### src/rtl/mem_access_ctrl.sv
// Load/store sequencer between the CPU datapath and a 512x8 byte-addressed RAM.
// Validates each request, runs the RAM handshake and extends load data to 32 bits.
module mem_access_ctrl #(
  parameter int ADDR_W  = 9,
  parameter int TIMEOUT = 15
) (
  input  logic              Clk,
  input  logic              Reset_n,
  input  logic              req,
  input  logic              we,
  input  logic [1:0]        size,
  input  logic              sgn,
  input  logic [ADDR_W-1:0] addr,
  input  logic [31:0]       wdata,
  output logic              busy,
  output logic              done,
  output logic              err,
  output logic [31:0]       rdata,
  output logic              memFuncActive,
  output logic              readWrite,
  output logic [ADDR_W-1:0] address,
  output logic [1:0]        dataSize,
  output logic [31:0]       dataIn,
  input  logic [31:0]       dataOut,
  input  logic              memFuncComplete
);

  typedef enum logic [2:0] {S_IDLE, S_ISSUE, S_WAIT, S_DONE, S_FAIL} state_t;

  localparam logic [3:0] TO_LAST = 4'(TIMEOUT - 1);

  state_t            state_q;
  logic              sgn_q;
  logic [3:0]        cnt_q;
  logic              busy_q, done_q, err_q, mfa_q, rw_q;
  logic [ADDR_W-1:0] addr_q;
  logic [1:0]        dsize_q;
  logic [31:0]       din_q, rdata_q;
  logic              illegal_d;
  logic [31:0]       din_d;

  function automatic logic [31:0] place_store(input logic [1:0] sz, input logic [31:0] w);
    case (sz)
      2'b00:   return {24'h0, w[7:0]};
      2'b01:   return {16'h0, w[15:0]};
      default: return w;
    endcase
  endfunction

  // Upper lanes of dataOut are stale for narrow loads and must never leak into rdata.
  function automatic logic [31:0] extend_load(input logic [1:0] sz, input logic s,
                                              input logic [31:0] d);
    case (sz)
      2'b00:   return {{24{s & d[7]}}, d[7:0]};
      2'b01:   return {{16{s & d[15]}}, d[15:0]};
      default: return d;
    endcase
  endfunction

  always_comb begin
    illegal_d = (size == 2'b10) ||
                ((size == 2'b01) && addr[0]) ||
                ((size == 2'b11) && (addr[1:0] != 2'b00));
    din_d     = place_store(size, wdata);
  end

  always_ff @(posedge Clk or negedge Reset_n) begin
    if (!Reset_n) begin
      state_q <= S_IDLE;
      sgn_q   <= 1'b0;
      cnt_q   <= 4'd0;
      busy_q  <= 1'b0;
      done_q  <= 1'b0;
      err_q   <= 1'b0;
      mfa_q   <= 1'b0;
      rw_q    <= 1'b0;
      addr_q  <= '0;
      dsize_q <= 2'b00;
      din_q   <= 32'h0;
      rdata_q <= 32'h0;
    end else begin
      case (state_q)
        S_IDLE: begin
          if (req) begin
            busy_q <= 1'b1;
            sgn_q  <= sgn;
            if (illegal_d) begin
              err_q   <= 1'b1;
              state_q <= S_FAIL;
            end else begin
              addr_q  <= addr;
              dsize_q <= size;
              rw_q    <= we;
              if (we) din_q <= din_d;
              state_q <= S_ISSUE;
            end
          end
        end
        S_ISSUE: begin
          mfa_q   <= 1'b1;
          cnt_q   <= 4'd0;
          state_q <= S_WAIT;
        end
        // memFuncComplete is only trusted here; a leftover 1 seen during ISSUE is stale.
        S_WAIT: begin
          if (memFuncComplete) begin
            if (!rw_q) rdata_q <= extend_load(dsize_q, sgn_q, dataOut);
            mfa_q   <= 1'b0;
            done_q  <= 1'b1;
            state_q <= S_DONE;
          end else if (cnt_q == TO_LAST) begin
            mfa_q   <= 1'b0;
            err_q   <= 1'b1;
            state_q <= S_FAIL;
          end else begin
            cnt_q <= cnt_q + 4'd1;
          end
        end
        S_DONE: begin
          done_q  <= 1'b0;
          busy_q  <= 1'b0;
          state_q <= S_IDLE;
        end
        S_FAIL: begin
          err_q   <= 1'b0;
          busy_q  <= 1'b0;
          state_q <= S_IDLE;
        end
        default: state_q <= S_IDLE;
      endcase
    end
  end

  assign busy          = busy_q;
  assign done          = done_q;
  assign err           = err_q;
  assign rdata         = rdata_q;
  assign memFuncActive = mfa_q;
  assign readWrite     = rw_q;
  assign address       = addr_q;
  assign dataSize      = dsize_q;
  assign dataIn        = din_q;

endmodule

### config.mk
export PLATFORM = sky130hd
export DESIGN_NAME = mem_access_ctrl
export DESIGN_NICKNAME = d
export VERILOG_FILES = /design/src/rtl/mem_access_ctrl.sv
export SDC_FILE = /design/constraint.sdc
export NUM_CORES = 1
export LEC_CHECK = 0
export CORE_MARGIN = 1.5
export CORE_UTILIZATION = 56
export DETAILED_ROUTE_END_ITERATION = 8
export DONT_BUFFER_PORTS = 1
export GPL_TIMING_DRIVEN = 0
export PLACE_DENSITY = 0.74
export SETUP_SLACK_MARGIN = 0.02
export SYNTH_ARGS = -nofsm -noshare
export SYNTH_HDL_FRONTEND = slang
export SYNTH_SLANG_ARGS = --single-unit
### constraint.sdc
create_clock -name Clk -period 1.6 [get_ports Clk]
set_clock_uncertainty 0.05 [all_clocks]
set_input_delay 0.4 -clock Clk [delete_from_list [all_inputs] [get_ports Clk]]
set_output_delay 0.4 -clock Clk [all_outputs]
set_load 0.05 [all_outputs]
=== After elaboration in Yosys (flattened, before gate mapping) ===
Cells that the tools add are included.
W data, S select, Z words.

* Register bits after elaboration: 88
* Input port bits: 81
* Output and inout port bits: 80
* Logic and storage cells: 78

* Add/sub/neg operators: 1
* Equal/unequal tests: 16
* Multiplexer cells: 22
* Bitwise gates (word level): 4
* Reduce and logical (&&, ||, !) cells: 23

{| class="wikitable"
|+ Operators with widths
! operator !! number
|-
| $pmux W32 S2 || 2
|-
| $mux W3 || 4
|-
| $ne A2 B2 Y1 const B || 6
|-
| $reduce_and A2 Y1 || 5
|-
| $pmux W3 S3 || 1
|-
| $reduce_and A3 Y1 || 3
|-
| $mux W1 || 8
|-
| $mux W4 || 2
|-
| $pmux W4 S2 || 1
|-
| $reduce_bool A2 Y1 || 4
|-
| $eq A3 B2 Y1 const B || 2
|-
| $pmux W1 S2 || 3
|-
| $reduce_and A5 Y1 || 1
|-
| $add A4 B1 Y4 const B || 1
|-
| $eq A2 B1 Y1 const B || 2
|-
| $eq A2 B2 Y1 const B || 2
|-
| $eq A4 B4 Y1 const B || 1
|-
| $logic_not A2 Y1 || 2
|-
| $reduce_and A4 Y1 || 1
|-
| $eq A3 B1 Y1 const B || 1
|-
| $eq A3 B3 Y1 const B || 1
|-
| $logic_not A3 Y1 || 1
|-
| $ne A3 B3 Y1 const B || 1
|-
| $pmux W1 S3 || 1
|-
| 6 further kinds || 10
|}

=== Longest topological paths before layout ===
Gate-level depths: netlist (run 1).

* Depth in word-level cells: 7
* Depth in mapped cells: 7
* Depth with buffers taken out: 6

=== Worst setup path before layout (run 1) ===
OpenSTA, ideal clock, no wires.

* Path type: register to register
* From: reg rw_q, in the netlist readWrite
* To: reg rdata_q[6], in the netlist rdata[6]
* Setup time: 0.125 ns
* Data arrival time: 1.550 ns
* Data required time: 1.425 ns
* Slack: -0.125 ns
* Cell stages (with the launch flop): 6
* Buffers on the path: 2
* Clock period less this slack: 1.725 ns
* Cell sequence: dfrtp_1 -> inv_1 -> nand4_1 -> buf_2 -> buf_2 -> mux2_2

* Cells in the longest elaborated chain, start to end: 2

{| class="wikitable"
|+ Ends and longest elaborated chain
! element !! RTL line !! text
|-
| from (decl) || 35 || <nowiki>logic busy_q, done_q, err_q, mfa_q, rw_q;</nowiki>
|-
| from (signal assigned) || 93 || <nowiki>rw_q <= we;</nowiki>
|-
| $not A1 Y1 (no source line) || n/a ||
|-
| $reduce_and A3 Y1 (no source line) || n/a ||
|-
| to (signal assigned) || 107 || <nowiki>if (!rw_q) rdata_q <= extend_load(dsize_q, sgn_q, dataOut);</nowiki>
|-
| to (decl) || 38 || <nowiki>logic [31:0] din_q, rdata_q;</nowiki>
|}

Every way passes these cells.
A chain may end at the register's enable or synchronous reset.

=== Final worst setup path (run 1) ===
* From: reg state_q[2]
* To: reg din_q[16], in the netlist dataIn[16]

* Cells in the longest elaborated chain, start to end: 2

{| class="wikitable"
|+ Ends and longest elaborated chain
! element !! RTL line !! text
|-
| from (decl) || 32 || <nowiki>state_t state_q;</nowiki>
|-
| from (signal assigned) || 69 || <nowiki>state_q <= S_IDLE;</nowiki>
|-
| from (signal assigned) || 89 || <nowiki>state_q <= S_FAIL;</nowiki>
|-
| from (signal assigned) || 95 || <nowiki>state_q <= S_ISSUE;</nowiki>
|-
| $logic_not A3 Y1 || 82 || <nowiki>case (state_q)</nowiki>
|-
| $reduce_and A4 Y1 (no source line) || n/a ||
|-
| to (signal assigned) || 94 || <nowiki>if (we) din_q <= din_d;</nowiki>
|-
| to (decl) || 38 ||
|}

Every way passes these cells.

==> results of run 1 <==
how the worst min path moves through the flow:
stage,start,to,slack (ps),cells past startpoint
final,Reset_n,dataIn[6],-320,0
after global routing,Reset_n,rdata[25],-340,0
after CTS,Reset_n,rdata[18],-330,0
after detailed placement,Reset_n,dataIn[6],60,0
after global placement,Reset_n,dataIn[1],60,0
after floorplan,Reset_n,address[0],50,0
critical path, stage by stage (launching register included):
cell,delay (ps)
dfrtp_1,430
nor4b_4,400
o2111ai_4,250
buf_6,210
buf_8,140
nand2_1,90
o21ai_2,80
layout make-up:
type,instances,area [um2]
clock buffer,11,151
multi-input combinational,233,1580
sequential,88,2210
tap,77,96.3
timing repair buffer,18,186
inverter,5,18.8
buffer,23,171
fill,452,1890
clock inverter,5,78.8
Yosys cell counts (2+ instances only):
master and instances:
or2_2 2, a22o_1 2, a21oi_1 30, o21ai_1 25, mux2_1 9, buf_2 7, nand3_1 3, nand2_1 73
mux2_4 7, o21ai_0 29, dfrtp_1 88, a21o_1 8, buf_4 3, inv_1 5, nor2b_1 5, ha_1 2
clkbuf_1 12, nor2_1 7, a41oi_1 2, mux2_2 12, o22a_1 3
registers in the layout (all words and copies together), names as in the netlist:
register	count
cnt_q	4
address	9
dataSize	2
sgn_q	1
state_q	3
memFuncActive	1
rdata	32
readWrite	1
busy	1
dataIn	32
done	1
err	1
metrics by stage:
stage | cells | util, % | setup TNS (ps)
after floorplan | 350 | - | 0
after global placement | 427 | 60.3 | -8820
after detailed placement | 427 | 60.3 | -11300
after CTS | 453 | 67.0 | -3550
after global routing | 460 | 70.4 | -11080
final | 460 | 70.4 | -6040
cells by family after synthesis:
| group | Yosys count | share of synthesized area (%) |
|---|---|---|
| mux | 29 | 9.42 |
| fa+ha+maj | 2 | 0.670 |
| simple gates | 98 | 11.7 |
| flops | 88 | 59.0 |
| buf+inv | 29 | 3.65 |
| compound gates | 104 | 15.6 |
layer usage:
layer	track usage (%)	part of all wire, %
met4	8.21	1.8
met2	38.3	49
met3	10.8	9.0
met1	29.4	40
met5	0	0
what timing repair did:
item,4_1_cts,5_1_grt
endpoints found under the hold margin,88,88
buffers inserted,9,5
setup endpoints to repair,75,79
pin swaps,4,5
gates resized for setup,40,37
cloned,2,2
==> flow_summary.toml, run 1 <==
[die]
die_w_um = 84.7
die_h_um = 84.7
ios = 161
std_cell_rows = 29
fp.dieArea_um2 = 7170
start_util_pct = 58.5
core_area_um2 = 6390

[cts]
clock-sinks = 88
cts_max_level = 3
cts.clk_slew.worst_paths_ps = 90
insertion_delay_ps = 350
root_buffer = "clkbuf_8"
cts_tree = "done"
clock_path_buffers = 2
cts_buffers = 9

[synthesis]
syn_inst = 350
synth_top_cell_by_area = "dfrtp_1"
yosysTopAreaCellShare_pct = 59.0
synth_warnings = 0
ys_ff_latch = 88
ys_dominant_reg_cell = "dfrtp_1"
netlist_area_um2 = 3730
syn_nets = 433
async_flop_share_pct = 100
synth_edf_count = 0
synth_cell_types = 37
yosys-top-cells-area = "dfrtp_1 (59%), nand2_1 (7.3%), a21oi_1 (4.0%)"
synth.avg_cell_area_um2 = 10.7
ys_seq_area_share_pct = 59.0

[route]
drt_first_iter_violations = 127
routed_wl_um = 8610
dr.pass1.iters = 6
drc = 0
vias = 2679
viasPerCell = 5.82
avgRoutedWirePerCell_um = 18.7
antenna_left = 0

[placement]
port_buffers = 0
place_ws_ps = -294
placed_area_um2 = 3850
gp_congestion = 0.789
dp_hpwl_um = 5790

[critical_path]
rr_worst_depth = 6
endpoint_kind = "flip-flop"
timing.rr.end = "dataIn[16]"
path_class = "reg2reg"
crit_path_start_kind = "flip-flop"
endpoint = "dataIn[16]"
cp-startpoint = "state_q[2]"
r2r_setup_slack_ps = -170
rr_startpoint = "state_q[2]"
crit_required_ps = 1790
critPathArrivalTime_ps = 1960
crit_fanout = 10

[finish]
mostFrequentLayoutCells = "dfrtp_1 (83), nand2_1 (60), a21oi_1 (30)"
final_nets = 461
fin_area_um2 = 4490
diodes = 0
mostFrequentLayoutCell = "dfrtp_1"
area_growth_pct = 20.3
drive_gt1_share_pct = 31.1

[global_route]
grt-ovfl-total = 0
grt_pass1_vias = 2703
grt_antenna_before_repair = 0
grt_use_total_pct = 24.1
grt_first_pass_wirelength_um = 13500
grt_max_degree = 89

[timing]
hold_ws_ps = -324
worst_slew_pin_slew_ps = 555
fin_crit_sh_pct = 110
hold_violations = 88
period_needed_ps = 1770
maxSlewHeadroom_pct = 63.0
report.final.slew_viol_count = 0
setup_ws_ps = -167
max_freq_mhz = 566
setup_violations = 71
rsz0062_at_grt = "true"

[status]
status = "finished, violations left"
violations = "hold timing, setup timing"

[job]
drv_cap = 0

[worst_hold_path]
hold_path_class = "in2async"
Power of run 1 is not shown: default switching activity piles up to over one toggle a cycle in this logic, so the estimate is an artifact.
==> run 2, diff against run 1 <==
- ABC_AREA: not set -> 1
- CORE_UTILIZATION: 56 -> 57
- PLACE_DENSITY: 0.74 -> 0.75
==> flow_summary.toml, run 2 <==
[route]
vias = 3226
avgRoutedWirePerCell_um = 15.8
antenna_left = 0
routed_wl_um = 9460
drc = 0
dr.pass1.iters = 6
viasPerCell = 5.39
drt_first_iter_violations = 95

[synthesis]
synth_cell_types = 25
yosys-top-cells-area = "dfrtp_1 (56%), nand2_1 (18%), o21ai_0 (9.1%)"
synth-compound-area-share_pct = 12.4
netlist_area_um2 = 3950
synthMuxAreaShare_pct = 0
ys_dominant_reg_cell = "dfrtp_1"
synthSimpleGateAreaFrac_pct = 23.7
ys_seq_area_share_pct = 55.7
yosysMostFrequentCell = "nand2_1"
syn_nets = 568
synth.avg_cell_area_um2 = 8.15
ys_top_cells_by_count = "nand2_1 (193), dfrtp_1 (88), o21ai_0 (72), inv_1 (37), a21oi_1 (19)"
async_flop_share_pct = 100
synth_top_family_by_area = "simple AND/OR/NAND/NOR gates"
synth_warnings = 0
synthAdderAreaFrac_pct = 0.633
ys_ff_latch = 88
yosysTopAreaCellShare_pct = 55.7
syn_inst = 485
synth_xor_area_share_pct = 0.222
synth_edf_count = 0
synth_top_cell_by_area = "dfrtp_1"

[job]
drv_cap = 0

[die]
std_cell_rows = 30
fp.dieArea_um2 = 7450
die_h_um = 86.3
start_util_pct = 58.5
core_area_um2 = 6760
ios = 161
die_w_um = 86.3

[timing]
setup_violations = 0
rsz0062_at_grt = "true"
setup_ws_ps = 0.109
hold_violations = 88
max_freq_mhz = 625
period_needed_ps = 1600
hold_ws_ps = -308
fin_crit_sh_pct = 100
report.final.slew_viol_count = 0
maxSlewHeadroom_pct = 62.2
worst_slew_pin_slew_ps = 565

[status]
violations = "hold timing"
status = "finished, violations left"

[critical_path]
crit_required_ps = 1780
endpoint_kind = "flip-flop"
rr_worst_depth = 10
r2r_setup_slack_ps = 0.1
crit_fanout = 10
rr_startpoint = "state_q[0]"
critPathArrivalTime_ps = 1780
endpoint = "rdata[7]"
cp-startpoint = "state_q[0]"
crit_path_start_kind = "flip-flop"
timing.rr.end = "rdata[7]"
path_class = "reg2reg"

[finish]
fill_cells = 575
multiInputGateArea_um2 = 1580
final_nets = 596
diodes = 0
regArea_um2 = 2210
mostFrequentLayoutCells = "nand2_1 (182), dfrtp_1 (83), o21ai_0 (38)"
mostFrequentLayoutCell = "nand2_1"
fin_cells = 598
area_growth_pct = 15.7
drive_gt1_share_pct = 17.2

[cts]
cts_max_level = 3
clock-sinks = 88
cts_buffers = 9
root_buffer = "clkbuf_8"
cts.clk_slew.worst_paths_ps = 90
cts_tree = "done"
insertion_delay_ps = 340
clock_path_buffers = 2

[pwr]
power.total_mw = 11.1
p_leak_nw = 2.45
power.density_nw_per_um2 = 2430
peakVddDrop_uv = 1290

[placement]
port_buffers = 0
place_ws_ps = -189
gp_congestion = 0.866
placed_cells = 565
dp_hpwl_um = 6460

[global_route]
grt_antenna_before_repair = 0
grt_use_total_pct = 24.4
grt_first_pass_wirelength_um = 14400
grt_pass1_vias = 3066
grt_max_degree = 89
grt-ovfl-total = 0

[worst_hold_path]
hold_path_class = "in2async"
-- run 2: cell types whose count changed after synthesis, sizes merged, moves of 13 or more --
cell	change
nand2	+124
o21ai	+22
nor2	+13
mux2	-28
inv	+35
-- run 2: logic make-up (layout without fill, tap and decap cells) --
group | Yosys count | after routing
xor+xnor | 1 | 1
flops | 88 | 88
simple gates | 232 | 233
buf+inv | 65 | 97
compound gates | 97 | 97
fa+ha+maj | 2 | 2
-- run 2: area by class of cell --
cell class              count  area share [%]
well taps                  80            2.19
clock buffers              10            2.79
flip-flops and latches     88            48.3
repair buffers             17            3.28
plain buffers              24            4.32
clock inverters             6            1.31
inverters                  40            3.34
multi-input cells         333            34.5
-- run 2: how the worst min path moves through the flow --
| stage | from | end | slack, ps | cells after the start |
|---|---|---|---|---|
| CTS | Reset_n | memFuncActive | -320 | 0 |
| global placement | Reset_n | rdata[5] | 60 | 0 |
| finish | Reset_n | memFuncActive | -310 | 0 |
| detailed placement | Reset_n | rdata[6] | 60 | 0 |
| floorplan | Reset_n | address[0] | 50 | 0 |
| global route | Reset_n | memFuncActive | -320 | 0 |
-- run 2: stage by stage --
step                      util (%)  setup TNS [ps]  area [um2]  hold slack [ps]
after floorplan                  -               0        3960             54.4
after global placement        60.0           -3290        4060             56.0
after detailed placement      60.0           -4800        4060             56.0
after CTS                     64.2               0        4340             -324
after global routing          67.7           -2730        4570             -323
final                         67.7               0        4570             -308
-- run 2: timing repair --
item                                    CTS  global route
setup buffers                             6             8
pin swaps                                 3            16
gates resized for setup                  21            83
gates cloned                              0             4
endpoints found under the setup margin   75            75
hold endpoints to repair                 88            88
-- run 2: worst max-delay path: stages, from the launching register on --
cell,delay [ps]
dfrtp_1,440
nor2_2,150
nand2_2,90
inv_2,80
nand2_4,80
nor2_8,120
inv_4,60
buf_8,130
buf_8,130
nand2_1,70
nand2_1,70
-- run 2: power breakdown --
part	switching (mW)	internal (mW)	leakage [nW]
clock network	0.771	0.715	0.0920
logic	1.57	1.14	1.24
registers	3.81	3.10	1.12
total	6.15	4.95	2.45
-- run 2: metal layers --
layer / vias to the layer above / part of all wire (%) / track usage [%]
met5: - / 0 / 0
met4: 0 / 1.3 / 8.06
met3: 14 / 9.4 / 8.19
met2: 134 / 49 / 40.5
met1: 1502 / 40 / 30.3
li1: 1576 / - / -
Power figures use the tool's default switching activity.
==> run 3, diff against run 2 <==
- CORE_UTILIZATION: 57 -> 51
- PLACE_DENSITY: 0.75 -> 0.69
==> flow_summary.toml, run 3 (synthesis gave the netlist of run 2 again) <==
[status]
status = "finished, violations left"
violations = "hold timing"

[finish]
fin_util_pct = 62.8
mostFrequentLayoutCells = "nand2_1 (192), dfrtp_1 (82), o21ai_0 (40)"
fill_cells = 654
mostFrequentLayoutCell = "nand2_1"
diodes = 0
area_growth_pct = 17.1
final_nets = 603
drive_gt1_share_pct = 16.2

[pwr]
power.density_nw_per_um2 = 2400
p_leak_nw = 2.47
peakVddDrop_uv = 1170
power.total_mw = 11.1

[cts]
cts.clk_slew.worst_paths_ps = 90
clock_path_buffers = 2
cts_buffers = 9
cts_max_level = 3
insertion_delay_ps = 350
clock-sinks = 88
cts_tree = "done"
root_buffer = "clkbuf_8"

[timing]
max_freq_mhz = 637
worst_slew_pin_slew_ps = 550
hold_violations = 88
fin_crit_sh_pct = 98.1
rsz0062_at_grt = "true"
setup_ws_ps = 30.7
report.final.slew_viol_count = 0
maxSlewHeadroom_pct = 63.2
hold_ws_ps = -323
setup_violations = 0
period_needed_ps = 1570

[critical_path]
crit_fanout = 5
crit_path_start_kind = "flip-flop"
cp-startpoint = "cnt_q[1]"
rr_worst_depth = 7
timing.rr.end = "cnt_q[1]"
critPathArrivalTime_ps = 1730
rr_startpoint = "cnt_q[1]"
path_class = "reg2reg"
endpoint_kind = "flip-flop"
r2r_setup_slack_ps = 30
crit_required_ps = 1760

[global_route]
grt_pass1_vias = 3190
grt_max_degree = 89
grt_first_pass_wirelength_um = 15700
grt-ovfl-total = 0
grt_use_total_pct = 23.9
grt_antenna_before_repair = 0

[route]
drt_first_iter_violations = 162
viasPerCell = 5.32
avgRoutedWirePerCell_um = 16.0
routed_wl_um = 10000
drc = 0
vias = 3320
dr.pass1.iters = 4
antenna_left = 0

[placement]
place_ws_ps = -217
port_buffers = 0
dp_hpwl_um = 6630
gp_congestion = 0.824

[die]
fp.dieArea_um2 = 8290
die_w_um = 91.1
start_util_pct = 53.7
core_area_um2 = 7370
ios = 161
die_h_um = 91.1
std_cell_rows = 31

[worst_hold_path]
hold_path_class = "in2async"

[job]
drv_cap = 0
## run 3: cell count changes in the layout (fill, tap and decap cells not counted), moves of 3 or more
cell | before | now
nand2_2 | 11 | 2
clkinv_2 | 3 | 0
nand2_1 | 182 | 192
o21ai_2 | 4 | 1
buf_4 | 18 | 21
## run 3: what timing repair did
action | CTS | global route
endpoints found under the hold margin | 88 | 88
cloned | 0 | 4
pin swaps | 5 | 11
setup buffers | 11 | 10
endpoints found under the setup margin | 76 | 76
resized for setup | 20 | 74
## run 3: metal layers
| layer | track usage (%) | vias up | wire, um |
|---|---|---|---|
| li1 | - | 1600 | - |
| met1 | 28.8 | 1541 | 3900 |
| met5 | 0 | - | 0 |
| met3 | 9.21 | 18 | 1070 |
| met4 | 10.2 | 0 | 204 |
| met2 | 38.1 | 161 | 4820 |
## run 3: layout make-up
type / count / area (um2) / area share (%)
Clock inverter: 5 / 40.0 / 0.865
Sequential cell: 88 / 2210 / 47.7
Timing Repair Buffer: 24 / 208 / 4.49
Multi-Input combinational cell: 333 / 1560 / 33.7
Inverter: 40 / 153 / 3.30
Clock buffer: 11 / 141 / 3.05
Buffer: 24 / 194 / 4.19
Tap cell: 99 / 124 / 2.67
## run 3: worst max-delay path: stages, from the launching register on
cell     delay (ps)
dfrtp_1         430
ha_1            200
nand3_1         140
nand2_1         110
nor2_4          160
inv_1           110
nand3_1         100
o21ai_0         130
## run 3: where the power goes
part / leakage, nW / internal [mW] / total, mW / switching, mW
logic: 1.27 / 1.17 / 2.76 / 1.59
registers: 1.12 / 3.10 / 6.90 / 3.80
clock network: 0.0826 / 0.619 / 1.44 / 0.817
## run 3: worst max-delay path by stage
stage | to | slack [ps]
global placement | rdata[25] | -170
CTS | readWrite | 20
global route | dataIn[21] | -30
floorplan | rdata[23] | 30
finish | cnt_q[1] | 30
detailed placement | rdata[27] | -220
## run 3: metrics by stage
step	instances	area, um2	hold WS [ps]	TNS, ps
2_1_floorplan	485	3960	54.4	0
3_3_place_gp	584	4080	56.1	-2630
3_5_place_dp	584	4080	56.4	-5570
4_1_cts	610	4390	-338	0
5_1_grt	624	4630	-346	-382
6_report	624	4630	-323	0
